File: src/rtl/phase_ring_controller.sv
// phase_ring_controller: actuated traffic-signal ring controller.
// Serves one phase at a time through GREEN -> YELLOW -> ALLRED. Calls are
// latched per phase and phases without a call are skipped. Emergency
// preemption and a sticky fault mode override normal ring operation.
// All state timing advances only on cycles where the 1 Hz tick strobe is high.
// Lamp outputs are registered from the next-state decode, so they change on
// the same clock edge as the state.
module phase_ring_controller #(
    parameter int NUM_PHASES  = 4,
    parameter int MIN_GREEN   = 5,
    parameter int MAX_GREEN   = 15,
    parameter int GAP_TIME    = 3,
    parameter int YELLOW_TIME = 3,
    parameter int ALLRED_TIME = 2
) (
    input  logic                          clk,
    input  logic                          rst_n,
    input  logic                          tick,
    input  logic [NUM_PHASES-1:0]         demand,
    input  logic                          preempt_req,
    input  logic [$clog2(NUM_PHASES)-1:0] preempt_phase,
    input  logic                          fault_in,
    output logic [NUM_PHASES-1:0]         green,
    output logic [NUM_PHASES-1:0]         yellow,
    output logic [NUM_PHASES-1:0]         red,
    output logic [$clog2(NUM_PHASES)-1:0] active_phase,
    output logic                          fault_latched
);

    localparam int PW    = $clog2(NUM_PHASES);
    localparam int T_MAX = (MAX_GREEN > YELLOW_TIME)
                         ? ((MAX_GREEN > ALLRED_TIME) ? MAX_GREEN : ALLRED_TIME)
                         : ((YELLOW_TIME > ALLRED_TIME) ? YELLOW_TIME : ALLRED_TIME);
    localparam int TW    = $clog2(T_MAX + 1);
    localparam int GW    = $clog2(GAP_TIME + 1);

    localparam logic [TW-1:0] T_SAT    = TW'(T_MAX);
    localparam logic [TW-1:0] MIN_LAST = TW'(MIN_GREEN - 1);
    localparam logic [TW-1:0] MAX_LAST = TW'(MAX_GREEN - 1);
    localparam logic [TW-1:0] YEL_LAST = TW'(YELLOW_TIME - 1);
    localparam logic [TW-1:0] AR_LAST  = TW'(ALLRED_TIME - 1);
    localparam logic [GW-1:0] GAP_SAT  = GW'(GAP_TIME);
    localparam logic [GW-1:0] GAP_LAST = GW'(GAP_TIME - 1);

    typedef enum logic [1:0] {
        S_ALLRED = 2'd0,
        S_GREEN  = 2'd1,
        S_YELLOW = 2'd2,
        S_FAULT  = 2'd3
    } state_t;

    state_t                r_state;
    state_t                w_state_nxt;
    logic [PW-1:0]         r_active;
    logic [PW-1:0]         w_active_nxt;
    logic [PW-1:0]         r_next_phase;
    logic [PW-1:0]         w_green_target;
    logic [PW-1:0]         w_ring_next;
    logic [TW-1:0]         r_timer;
    logic [GW-1:0]         r_gap;
    logic [NUM_PHASES-1:0] r_call;
    logic [NUM_PHASES-1:0] r_green;
    logic [NUM_PHASES-1:0] r_yellow;
    logic [NUM_PHASES-1:0] r_red;
    logic                  r_fault;
    logic [NUM_PHASES-1:0] w_green_nxt;
    logic [NUM_PHASES-1:0] w_yellow_nxt;
    logic [NUM_PHASES-1:0] w_red_nxt;
    logic                  w_fault_nxt;
    logic [NUM_PHASES-1:0] w_active_mask;
    logic [NUM_PHASES-1:0] w_next_mask;
    logic [NUM_PHASES-1:0] w_enter_mask;
    logic                  w_preempt_other;
    logic                  w_preempt_hold;
    logic                  w_other_call;
    logic                  w_max_hit;
    logic                  w_gap_hit;
    logic                  w_enter_green;

    // First phase after 'from' (ring order, wrapping) holding a call; the
    // active phase itself is never chosen while another candidate exists.
    function automatic logic [PW-1:0] ring_next(input logic [NUM_PHASES-1:0] calls,
                                                input logic [PW-1:0]         from);
        logic [PW-1:0] pick;
        logic          found;
        int            idx;
        pick  = from;
        found = 1'b0;
        for (int k = 1; k < NUM_PHASES; k++) begin
            idx = (int'(from) + k) % NUM_PHASES;
            if (!found && calls[idx]) begin
                pick  = PW'(idx);
                found = 1'b1;
            end
        end
        return pick;
    endfunction

    assign w_active_mask   = NUM_PHASES'(1) << r_active;
    assign w_next_mask     = NUM_PHASES'(1) << w_active_nxt;
    assign w_other_call    = |(r_call & ~w_active_mask);
    assign w_ring_next     = ring_next(r_call, r_active);
    assign w_preempt_other = preempt_req && (preempt_phase != r_active);
    assign w_preempt_hold  = preempt_req && (preempt_phase == r_active);
    assign w_max_hit       = (r_timer >= MAX_LAST);
    assign w_gap_hit       = (r_timer >= MIN_LAST) && !demand[r_active] && (r_gap >= GAP_LAST);
    assign w_green_target  = preempt_req ? preempt_phase : r_next_phase;
    assign w_enter_green   = (r_state == S_ALLRED) && (w_state_nxt == S_GREEN);
    assign w_enter_mask    = w_enter_green ? (NUM_PHASES'(1) << w_green_target) : '0;
    assign w_active_nxt    = w_enter_green ? w_green_target : r_active;

    // State register: current FSM state and the phase owning right-of-way.
    // NOTE: every clocked block uses non-blocking assignments so all registers
    // update from the same pre-edge values regardless of block ordering.
    always_ff @(posedge clk or negedge rst_n) begin
        if (!rst_n) begin
            r_state  <= S_ALLRED;
            r_active <= '0;
        end else begin
            r_state  <= w_state_nxt;
            r_active <= w_active_nxt;
        end
    end

    // Next-state decode; fault overrides everything, then preemption, then
    // max-out, then gap-out.
    // NOTE: the default assignment at the top of each combinational block keeps
    // every path driven, so no latch is inferred.
    always_comb begin
        w_state_nxt = r_state;
        case (r_state)
            S_ALLRED: begin
                if (tick && (r_timer == AR_LAST)) w_state_nxt = S_GREEN;
            end
            S_GREEN: begin
                if (w_preempt_other) begin
                    w_state_nxt = S_YELLOW;
                end else if (tick && !w_preempt_hold && w_other_call && (w_max_hit || w_gap_hit)) begin
                    w_state_nxt = S_YELLOW;
                end
            end
            S_YELLOW: begin
                if (tick && (r_timer == YEL_LAST)) w_state_nxt = S_ALLRED;
            end
            default: w_state_nxt = S_FAULT;
        endcase
        if (fault_in) w_state_nxt = S_FAULT;
    end

    // Lamp decode for the state being entered; red blinks per tick in FAULT.
    always_comb begin
        w_green_nxt  = '0;
        w_yellow_nxt = '0;
        w_red_nxt    = '1;
        w_fault_nxt  = 1'b0;
        case (w_state_nxt)
            S_GREEN: begin
                w_green_nxt = w_next_mask;
                w_red_nxt   = ~w_next_mask;
            end
            S_YELLOW: begin
                w_yellow_nxt = w_next_mask;
                w_red_nxt    = ~w_next_mask;
            end
            S_FAULT: begin
                w_fault_nxt = 1'b1;
                if (r_state != S_FAULT) w_red_nxt = '1;
                else if (tick)          w_red_nxt = ~r_red;
                else                    w_red_nxt = r_red;
            end
            default: w_red_nxt = '1;
        endcase
    end

    // Registered lamp and fault outputs.
    always_ff @(posedge clk or negedge rst_n) begin
        if (!rst_n) begin
            r_green  <= '0;
            r_yellow <= '0;
            r_red    <= '1;
            r_fault  <= 1'b0;
        end else begin
            r_green  <= w_green_nxt;
            r_yellow <= w_yellow_nxt;
            r_red    <= w_red_nxt;
            r_fault  <= w_fault_nxt;
        end
    end

    // State timer, gap timer, call latches and pending next phase.
    // NOTE: the call register is reset along with the timers so no stale call
    // survives a reset and steers the ring.
    always_ff @(posedge clk or negedge rst_n) begin
        if (!rst_n) begin
            r_timer      <= '0;
            r_gap        <= '0;
            r_call       <= '0;
            r_next_phase <= '0;
        end else begin
            // State timer clears on every state change and saturates otherwise.
            if (w_state_nxt != r_state)                 r_timer <= '0;
            else if (tick && (r_timer != T_SAT))        r_timer <= r_timer + TW'(1);

            // Consecutive ticks without live demand on the green phase.
            if (w_state_nxt != r_state) begin
                r_gap <= '0;
            end else if ((r_state == S_GREEN) && tick) begin
                if (demand[r_active])        r_gap <= '0;
                else if (r_gap != GAP_SAT)   r_gap <= r_gap + GW'(1);
            end

            // Calls latch from live demand and clear as their phase turns green.
            if (r_state != S_FAULT) r_call <= (r_call | demand) & ~w_enter_mask;

            // Pending phase is chosen at the start of clearance and redirected
            // by any preemption request during clearance.
            if ((r_state == S_GREEN) && (w_state_nxt == S_YELLOW)) begin
                r_next_phase <= w_preempt_other ? preempt_phase : w_ring_next;
            end else if (((r_state == S_YELLOW) || (r_state == S_ALLRED)) && preempt_req) begin
                r_next_phase <= preempt_phase;
            end
        end
    end

    assign green         = r_green;
    assign yellow        = r_yellow;
    assign red           = r_red;
    assign active_phase  = r_active;
    assign fault_latched = r_fault;

endmodule

File: config.mk
export PLATFORM = sky130hd
export DESIGN_NAME = phase_ring_controller
export DESIGN_NICKNAME = d
export VERILOG_FILES = /design/src/rtl/phase_ring_controller.sv
export SDC_FILE = /design/constraint.sdc
export NUM_CORES = 1
export LEC_CHECK = 0
export ABC_AREA = 1
export BUFFER_PORTS_ARGS = -buffer_cell sky130_fd_sc_hd__clkbuf_2
export CAP_MARGIN = 40
export CORE_UTILIZATION = 50
export DETAILED_ROUTE_END_ITERATION = 6
export GPL_ROUTABILITY_DRIVEN = 0
export PLACE_DENSITY = 0.76
export REMOVE_ABC_BUFFERS = 1
export SLEW_MARGIN = 20
export SYNTH_ARGS = -nofsm -noshare
export SYNTH_HDL_FRONTEND = slang
export SYNTH_SLANG_ARGS = --single-unit
File: constraint.sdc
create_clock -name clk -period 2.2 [get_ports clk]
set_input_delay 0.66 -clock clk [delete_from_list [all_inputs] [get_ports clk]]
set_output_delay 0.66 -clock clk [all_outputs]
set_load 0.02 [all_outputs]
Word-level counts from Yosys, hierarchy flattened. Cells that the tools add are included.

Divide/modulo/power cells: 0. Order comparisons: 7. Multiplexer cells: 40. $mul: 0. Reduce and logical (&&, ||, !) cells: 33. $add $sub $neg: 5. Equal/unequal tests: 14. Bitwise logic cells: 10. Shift-type cells: 3.

Operators by type and width (count): two-way mux 2 bit (17); two-way mux 4 bit (7); logical AND 1 bit (16); NOT 4 bit (4); less-than comparator 3 x 4 -> 1 bit, second input constant (3); << shifter 1 x 2 -> 4 bit, first input constant (3); two-way mux 1 bit (10); bitwise AND 4 bit (2); binary-select mux 1 bit (select 2 bit) (4); one-hot mux 4 bit (2 select lines) (1); OR reduction 2 bit (4); == test 2 bit, second input constant (3); one-hot mux 2 bit (3 select lines) (1); nonzero test 2 bit (3); adder 2 x 1 -> 2 bit, second input constant (2); adder 2 bit, second input constant (2); adder 4 x 1 -> 4 bit, second input constant (1); == test 2 x 1 -> 1 bit, second input constant (2); == test 4 x 1 -> 1 bit, second input constant (1); == test 4 x 2 -> 1 bit, second input constant (1); greater-or-equal comparator 4 x 3 -> 1 bit, second input constant (1); greater-or-equal comparator 4 bit, second input constant (1); logical NOT 1 bit (4); inequality test 2 bit (2); other kinds (13) (17).

Logic and storage cells: 122. Register bits after elaboration: 29. Memories kept: 0. Latch bits: 0. ROM bits: 0. Memory bits (writable): 0.

Longest topological paths before layout. Gate-level depths: netlist of run 1.

Depth after elaboration: 17. Mapped depth: 21.

Worst setup path before layout of run 1. OpenSTA, ideal clock, no wires.

Kind: register -> register. From: register r_active[0], in the netlist active_phase[0]. To: register r_red[1], in the netlist red[1]. Period minus slack after synthesis: 2408 ps. Arrival time: 2328 ps. Cell stages (with the launch flop): 21. Slack: -208 ps. Data required time: 2119 ps. Path through: dfrtp_1 inv_2 ha_1 inv_1 nand2_1 o21ai_0 nor2_1 nor2_1 nand2_1 nand2_1 nand2_1 nand2_1 inv_1 ha_1 nand2_2 inv_2 o21ai_2 inv_2 nand2_1 nand2_1 a32oi_1.

Cells in the longest elaborated chain, start to end: 17.

RTL lines: start, declared (RTL line 54) `logic [PW-1:0] r_active;`; start signal, assigned (RTL line 121) `r_active <= w_active_nxt;`; binary-select mux 1 bit (select 2 bit) (RTL line 106) `assign w_gap_hit = (r_timer >= MIN_LAST) && !demand[r_active] && (r_gap >= GAP_LAST);`; two-way mux 1 bit (implied by the code) (RTL line 106); logical NOT 1 bit (RTL line 106); logical AND 1 bit (2 in a row) (RTL line 106); logical OR 1 bit (RTL line 138) `end else if (tick && !w_preempt_hold && w_other_call && (w_max_hit || w_gap_hit)) begin`; logical AND 1 bit (RTL line 138); two-way mux 2 bit (RTL line 138); two-way mux 2 bit * (RTL line 136) `if (w_preempt_other) begin`; [2 not listed]; named net w_state_nxt[0] (RTL line 53) `state_t w_state_nxt;`; == test 2 x 1 -> 1 bit * (RTL line 108) `assign w_enter_green = (r_state == S_ALLRED) && (w_state_nxt == S_GREEN);`; logical AND 1 bit * (RTL line 108); two-way mux 2 bit * (RTL line 110) `assign w_active_nxt = w_enter_green ? w_green_target : r_active;`; named net w_active_nxt[1] (RTL line 55) `logic [PW-1:0] w_active_nxt;`; << shifter 1 x 2 -> 4 bit * (RTL line 100) `assign w_next_mask = NUM_PHASES'(1) << w_active_nxt;`; NOT 4 bit * (RTL line 159, 163); one-hot mux 4 bit (2 select lines) * (RTL line 156) `case (w_state_nxt)`; end signal, assigned (RTL line 185) `r_red <= w_red_nxt;`; end, declared (RTL line 64) `logic [NUM_PHASES-1:0] r_red;`.

Mark *: on every way through the listed nets, which the timed path passes. The rest lies on a longest branch. The select of a mux whose other input is x is not followed. A chain may end at the register's enable or synchronous reset.

Worst setup path after layout of run 1.
From: register r_active[1], in the netlist active_phase[1]. To: register r_red[2], in the netlist red[2].

The elaborated chain is that of the path after synthesis.

==> results.cfg, run 1 <==
[outcome]
outcome = finished, violations left
violations = setup timing

[route]
wl_um = 4850
postRouteAntennaNets = 0
route.detailed.drc = 0
vias = 1764
drt_iter0_markers = 74
viasPerCell = 4.98
post_drt_wl_per_cell_um = 13.7
dr.pass1.iters = 4

[worst_setup_path]
cp-start-kind = flop
cp_data_arrival_time_ps = 2660
end_kind = flop
r2r-end = red[2]$_DFFE_PN1P_
r2r_cells = 21
crit_start = active_phase[1]$_DFF_PN0_
r2r_start = active_phase[1]$_DFF_PN0_
worstSetupPathType = reg -> reg
reg2reg_slack_ps = -190
crit_path_end = red[2]$_DFFE_PN1P_
cp_max_fo = 5
required_ps = 2470

[clock_tree]
path_clk_slew_ps = 100
cts_sinks = 29
clk_latency_ps = 340
numCtsBuffers = 5
cts-root-buf = clkbuf_4
cts_tree = done
htree_levels = 2
clock_path_buffers = 2

[final_layout]
drive_gt1_frac = 0.442
synthToLayoutAreaGrowth_pct = 42.8
layout_commonest_cell = nand2_1
antenna-diode-count = 0
fin_area_um2 = 2520
fin_nets = 331
layout_common_cells = 42 x nand2_1, 40 x buf_4, 29 x inv_1

[global_routing]
grt.overflow.total = 0
grt_use_total = 0.272
antenna_found_initial = 0
grt_pass1_vias = 1659
grt_pass1_wl_um = 7330
grt_max_degree = 30

[synth]
ys_ff_latch = 29
synthXorXnorAreaFrac = 0.0149
yosys.cell_types.count = 24
synth-simple-area-share = 0.264
netlist.area_leader.share = 0.354
netlist_area_um2 = 1770
synth_top_cell_by_area = dfrtp_1
synth-compound-area-share = 0.124
yosys.area_share.adder = 0.0921
yosys-top-cells-area = dfrtp_1 35%, nand2_1 12%, ha_1 9.2%
muxShareOfSynthArea = 0
seq_area_frac_synth = 0.414
synth_top_family_by_area = simple AND/OR/NAND/NOR gates
yosysWarnings = 0
synth_area_per_cell_um2 = 7.58
netlist_instances = 233

[power]
clock_power_share = 0.244
peakVddDrop_uv = 581
power_density_nw_per_um2 = 580
p_sw_w = 0.000512
power_frac_comb = 0.284
power_leakage_nw = 1.29
seqPwrFrac = 0.472
swShare = 0.350
internal_power_w = 0.000952

[sta]
fin_crit_ps = 2390
max_freq_mhz = 418
fin_hold_ws_ps = 363
worst_pin_slew_ps = 733
rsz0062_at_grt = yes
setup_violations = 18
hold_violations = 0
finClkSkew_ps = 12.0
fin_crit_sh = 1.09
slew_viol_final = 0
layout_setup_ws_ps = -193
relSlewSlack = 0.512

[hold_path]
hp-class = in -> async

[placement]
port_buffers = 25
dp_hpwl_um = 3130
dpl_cell_area_um2 = 2180

[run]
drv_cap = 0

[floorplan]
start_util = 0.525
fp.dieW_um = 61.4
fp-row-count = 21
die_h_um = 61.4
core_um2 = 3360
boundaryPins = 26
dieArea_um2 = 3770
-- worst max-delay path, stage by stage (launching register included) --
cell and delay [ps]:
dfrtp_2 480, inv_4 70, ha_4 160, inv_2 40
nand2_2 40, o21ai_2 60, nor2_2 60, nor2_1 110
nand2_1 70, nand2_2 90, nand2_2 80, nand2_4 90
inv_4 40, ha_4 170, nand2_8 100, inv_8 40
nand2_4 60, o21ai_4 70, buf_4 140, nand2_2 100
nand2_1 60, a32oi_1 170
-- power by group through the flow --
stage                     clock [W]  sequential (W)  combinational, W
after floorplan                   0        0.000703          0.000237
after global placement            0        0.000694          0.000372
after detailed placement          0        0.000699          0.000386
after CTS                  0.000361        0.000688          0.000393
after global routing       0.000383        0.000702          0.000476
final                      0.000357        0.000691          0.000415
-- state kept, by name, indices dropped and copies added (netlist names) --
name           count
green              4
r_call             4
r_timer            4
red                4
yellow             4
active_phase       2
r_gap              2
r_next_phase       2
r_state            2
fault_latched      1
-- cell usage after synthesis --
cell type / instances
xor2_1: 3
nand4_1: 3
a31o_2: 1
nor3_1: 1
nand3_2: 1
nand2_1: 57
nand3_1: 12
o211ai_1: 2
o21bai_1: 1
dfstp_2: 4
o21ai_2: 3
inv_1: 35
nor2_1: 29
o21ai_1: 2
a32oi_1: 4
nor2_2: 2
a21oi_1: 10
buf_6: 1
ha_1: 13
a31oi_1: 1
o21ai_0: 12
dfrtp_1: 25
nand2_2: 6
inv_2: 5
-- timing repair --
| item | 4_1_cts | 5_1_grt |
|---|---|---|
| resized for setup | 28 | 33 |
| hold buffers | 0 | 0 |
| setup endpoints to repair | 17 | 17 |
| buffers inserted | 6 | 6 |
| pin swaps | 7 | 12 |
-- per-stage QoR --
step	utilization	setup WS [ps]	TNS [ps]	cells	total power, W
6_report	0.750	-193	-1730	354	0.00146
5_1_grt	0.750	-345	-4040	354	0.00156
4_1_cts	0.703	-64.3	-172	348	0.00144
3_5_place_dp	0.648	-283	-2850	335	0.00108
3_3_place_gp	0.648	-262	-2120	335	0.00107
2_1_floorplan	-	-383	-4030	232	0.000940
-- layer usage --
layer,share of wire,up-vias,GRT usage
met3,0.029,6,0.0588
met4,0.013,0,0.0952
met1,0.44,843,0.325
met5,0,-,0
li1,-,887,-
met2,0.52,28,0.486
-- worst min path at each step --
stage / from / end / slack, ps
after global placement: red[3]$_DFFE_PN1P_ / red[3]$_DFFE_PN1P_ / 460
after floorplan: rst_n / active_phase[0]$_DFF_PN0_ / 360
final: rst_n / fault_latched$_DFF_PN0_ / 360
after global routing: rst_n / green[2]$_DFF_PN0_ / 410
after CTS: rst_n / fault_latched$_DFF_PN0_ / 370
after detailed placement: red[2]$_DFFE_PN1P_ / red[2]$_DFFE_PN1P_ / 470
-- final cells by class --
cell class	instances	area [um2]
tap	46	57.6
clock buffer	6	51.3
inverter	40	165
timing repair buffer	68	459
sequential	29	733
clock inverter	2	13.8
multi-input combinational	163	1040
fill	259	841
-- cell families after synthesis --
family,count (synthesis)
AOI/OAI and AO/OA,36
xor gates and xnor gates,3
adders and majority gates,13
buffers and inverters,41
DFF,29
and+or+nand+nor,111
Note: power is estimated with default switching activity, not from simulation.
==> run 2: changes to the inputs <==
--- a/config.mk
+++ b/config.mk
@@ -11,7 +11,7 @@
 export CORE_UTILIZATION = 50
 export DETAILED_ROUTE_END_ITERATION = 6
 export GPL_ROUTABILITY_DRIVEN = 0
-export PLACE_DENSITY = 0.76
+export PLACE_DENSITY = 0.73
 export REMOVE_ABC_BUFFERS = 1
 export SLEW_MARGIN = 20
 export SYNTH_ARGS = -nofsm -noshare
==> constraint.sdc (replaced) <==
create_clock -name clk -period 3.1 [get_ports clk]
set_input_delay 0.93 -clock clk [delete_from_list [all_inputs] [get_ports clk]]
set_output_delay 0.93 -clock clk [all_outputs]
set_load 0.02 [all_outputs]
==> run 2 against run 1 <==
  * The flow now finishes without violations
  * Final cell count shrank 12%
  * Total power decreased by 28%
  * Utilization shrank 14 points
  * Sequential power down 29%
  * Register-to-register slack better by 600 ps
  * Worst hold slack gained 110 ps
  * Sequential share of layout area increased by 6.8 points
  * Setup slack better by 600 ps
  * Non-clock buffer count fell by 41
  * Clock-buffer cell count unchanged
  * Maximum frequency is 11% lower
  * Critical endpoint is now red[0]$_DFFE_PN1P_
==> results.cfg, run 2 (synthesis gave the netlist of run 1 again) <==
[clock_tree]
cts_sinks = 29
numCtsBuffers = 5
clock_path_buffers = 2
cts_setup_buffers = 0
htree_levels = 2
cts.hold.buffers_added = 0
path_clk_slew_ps = 90
clk_latency_ps = 330
ctsResizeCount = 0
cts_tree = done
cts-root-buf = clkbuf_4

[final_layout]
drive_gt1_frac = 0.217
finalCoreUtilization = 0.608
fin_area_um2 = 2040
fillers = 320
fin_nets = 290
layout_commonest_cell = nand2_1
layout_common_cells = 57 x nand2_1, 35 x inv_1, 29 x nor2_1
synthToLayoutAreaGrowth_pct = 15.7
antenna-diode-count = 0

[sta]
worst_pin_slew_ps = 715
fin_crit_sh = 0.870
slew_viol_final = 0
max_freq_mhz = 371
fin_hold_ws_ps = 478
relSlewSlack = 0.523
setup_violations = 0
tns_ps = 0
fin_crit_ps = 2700
rsz0062_at_grt = no
hold_violations = 0
finClkSkew_ps = 8.47

[hold_path]
hold_depth = 2
hold_path.startpoint = red[1]$_DFFE_PN1P_
hp-class = reg -> reg

[route]
vias = 1549
route.detailed.drc = 0
viasPerCell = 4.95
wl_um = 3520
drt_iter0_markers = 81
postRouteAntennaNets = 0
post_drt_wl_per_cell_um = 11.2
dr.pass1.iters = 4

[global_routing]
grt_pass1_wl_um = 6150
grt.overflow.total = 0
grt_max_degree = 30
grt_use_total = 0.227
grt_pass1_vias = 1416
antenna_found_initial = 0

[power]
swShare = 0.311
seqPwrFrac = 0.466
p_total_w = 0.00105
power_frac_comb = 0.223
power_density_nw_per_um2 = 516
internal_power_w = 0.000726
p_sw_w = 0.000327
power_leakage_nw = 1.08
peakVddDrop_uv = 403
clock_power_share = 0.311

[floorplan]
core_um2 = 3360
fp.dieW_um = 61.4
start_util = 0.525
boundaryPins = 26
die_h_um = 61.4
dieArea_um2 = 3770
fp-row-count = 21

[placement]
dp_hpwl_um = 2740
dpl_cell_area_um2 = 1950
port_buffers = 25

[worst_setup_path]
r2r_cells = 20
end_kind = flop
cp_data_arrival_time_ps = 2940
worstSetupPathType = reg -> reg
crit_start = active_phase[0]$_DFF_PN0_
required_ps = 3350
cp_max_fo = 9
cp-start-kind = flop
r2r_start = active_phase[0]$_DFF_PN0_
reg2reg_slack_ps = 400

[run]
drv_cap = 0

[outcome]
outcome = finished, final reports clean
[run 2: changes by cell type in the layout (fill, tap and decap cells not counted), sizes merged]
| cell | change |
|---|---|
| bufinv | +1 |
| buf | -41 |
| clkinv | -2 |
| clkinvlp | +1 |
[run 2: through the flow]
stage               cells  worst slack (ps)
finish                313               404
global route          313              68.6
CTS                   313               339
detailed placement    305               206
global placement      305               250
floorplan             232               517
[run 2: power groups by stage]
| stage | sequential [W] | combinational, W | clock, W |
|---|---|---|---|
| global route | 0.000500 | 0.000274 | 0.000352 |
| global placement | 0.000499 | 0.000235 | 0 |
| detailed placement | 0.000499 | 0.000237 | 0 |
| floorplan | 0.000499 | 0.000168 | 0 |
| CTS | 0.000491 | 0.000239 | 0.000335 |
| finish | 0.000491 | 0.000235 | 0.000327 |
[run 2: path summary, 6_finish.rpt]
| check | to |
|---|---|
| min in group asynchronous | fault_latched$_DFF_PN0_ |
| min reg2reg | red[1]$_DFFE_PN1P_ |
| max in group asynchronous | active_phase[0]$_DFF_PN0_ |
| max reg2reg | red[0]$_DFFE_PN1P_ |
| min | red[1]$_DFFE_PN1P_ |
| max | red[0]$_DFFE_PN1P_ |
[run 2: final cells by class]
| cell class | instances | area, um2 | area share |
|---|---|---|---|
| inverters | 40 | 150 | 0.0735 |
| repair buffers | 27 | 140 | 0.0686 |
| well taps | 46 | 57.6 | 0.0282 |
| flip-flops and latches | 29 | 732 | 0.358 |
| multi-input cells | 163 | 875 | 0.428 |
| clock buffers | 6 | 51.3 | 0.0251 |
| clock inverters | 2 | 37.5 | 0.0184 |
[run 2: metal layers]
layer	up-vias	global-route usage	wire length, um
met5	-	0	0
met2	34	0.380	1660
met3	6	0.0588	158
met1	700	0.290	1660
li1	809	-	-
met4	0	0.0698	47
[run 2: worst max-delay path: stages, from the launching register on]
cell and delay [ps]:
dfrtp_2 490, buf_4 200, ha_1 190, inv_1 50
nand2_1 40, o21ai_0 90, nor2_1 80, nor2_1 90
nand2_1 60, nand2_1 80, nand2_1 70, nand2_1 110
inv_1 90, ha_1 220, nand2_2 100, inv_2 70
o21ai_2 180, inv_2 50, nand2_1 100, nand2_1 70
a32oi_1 190
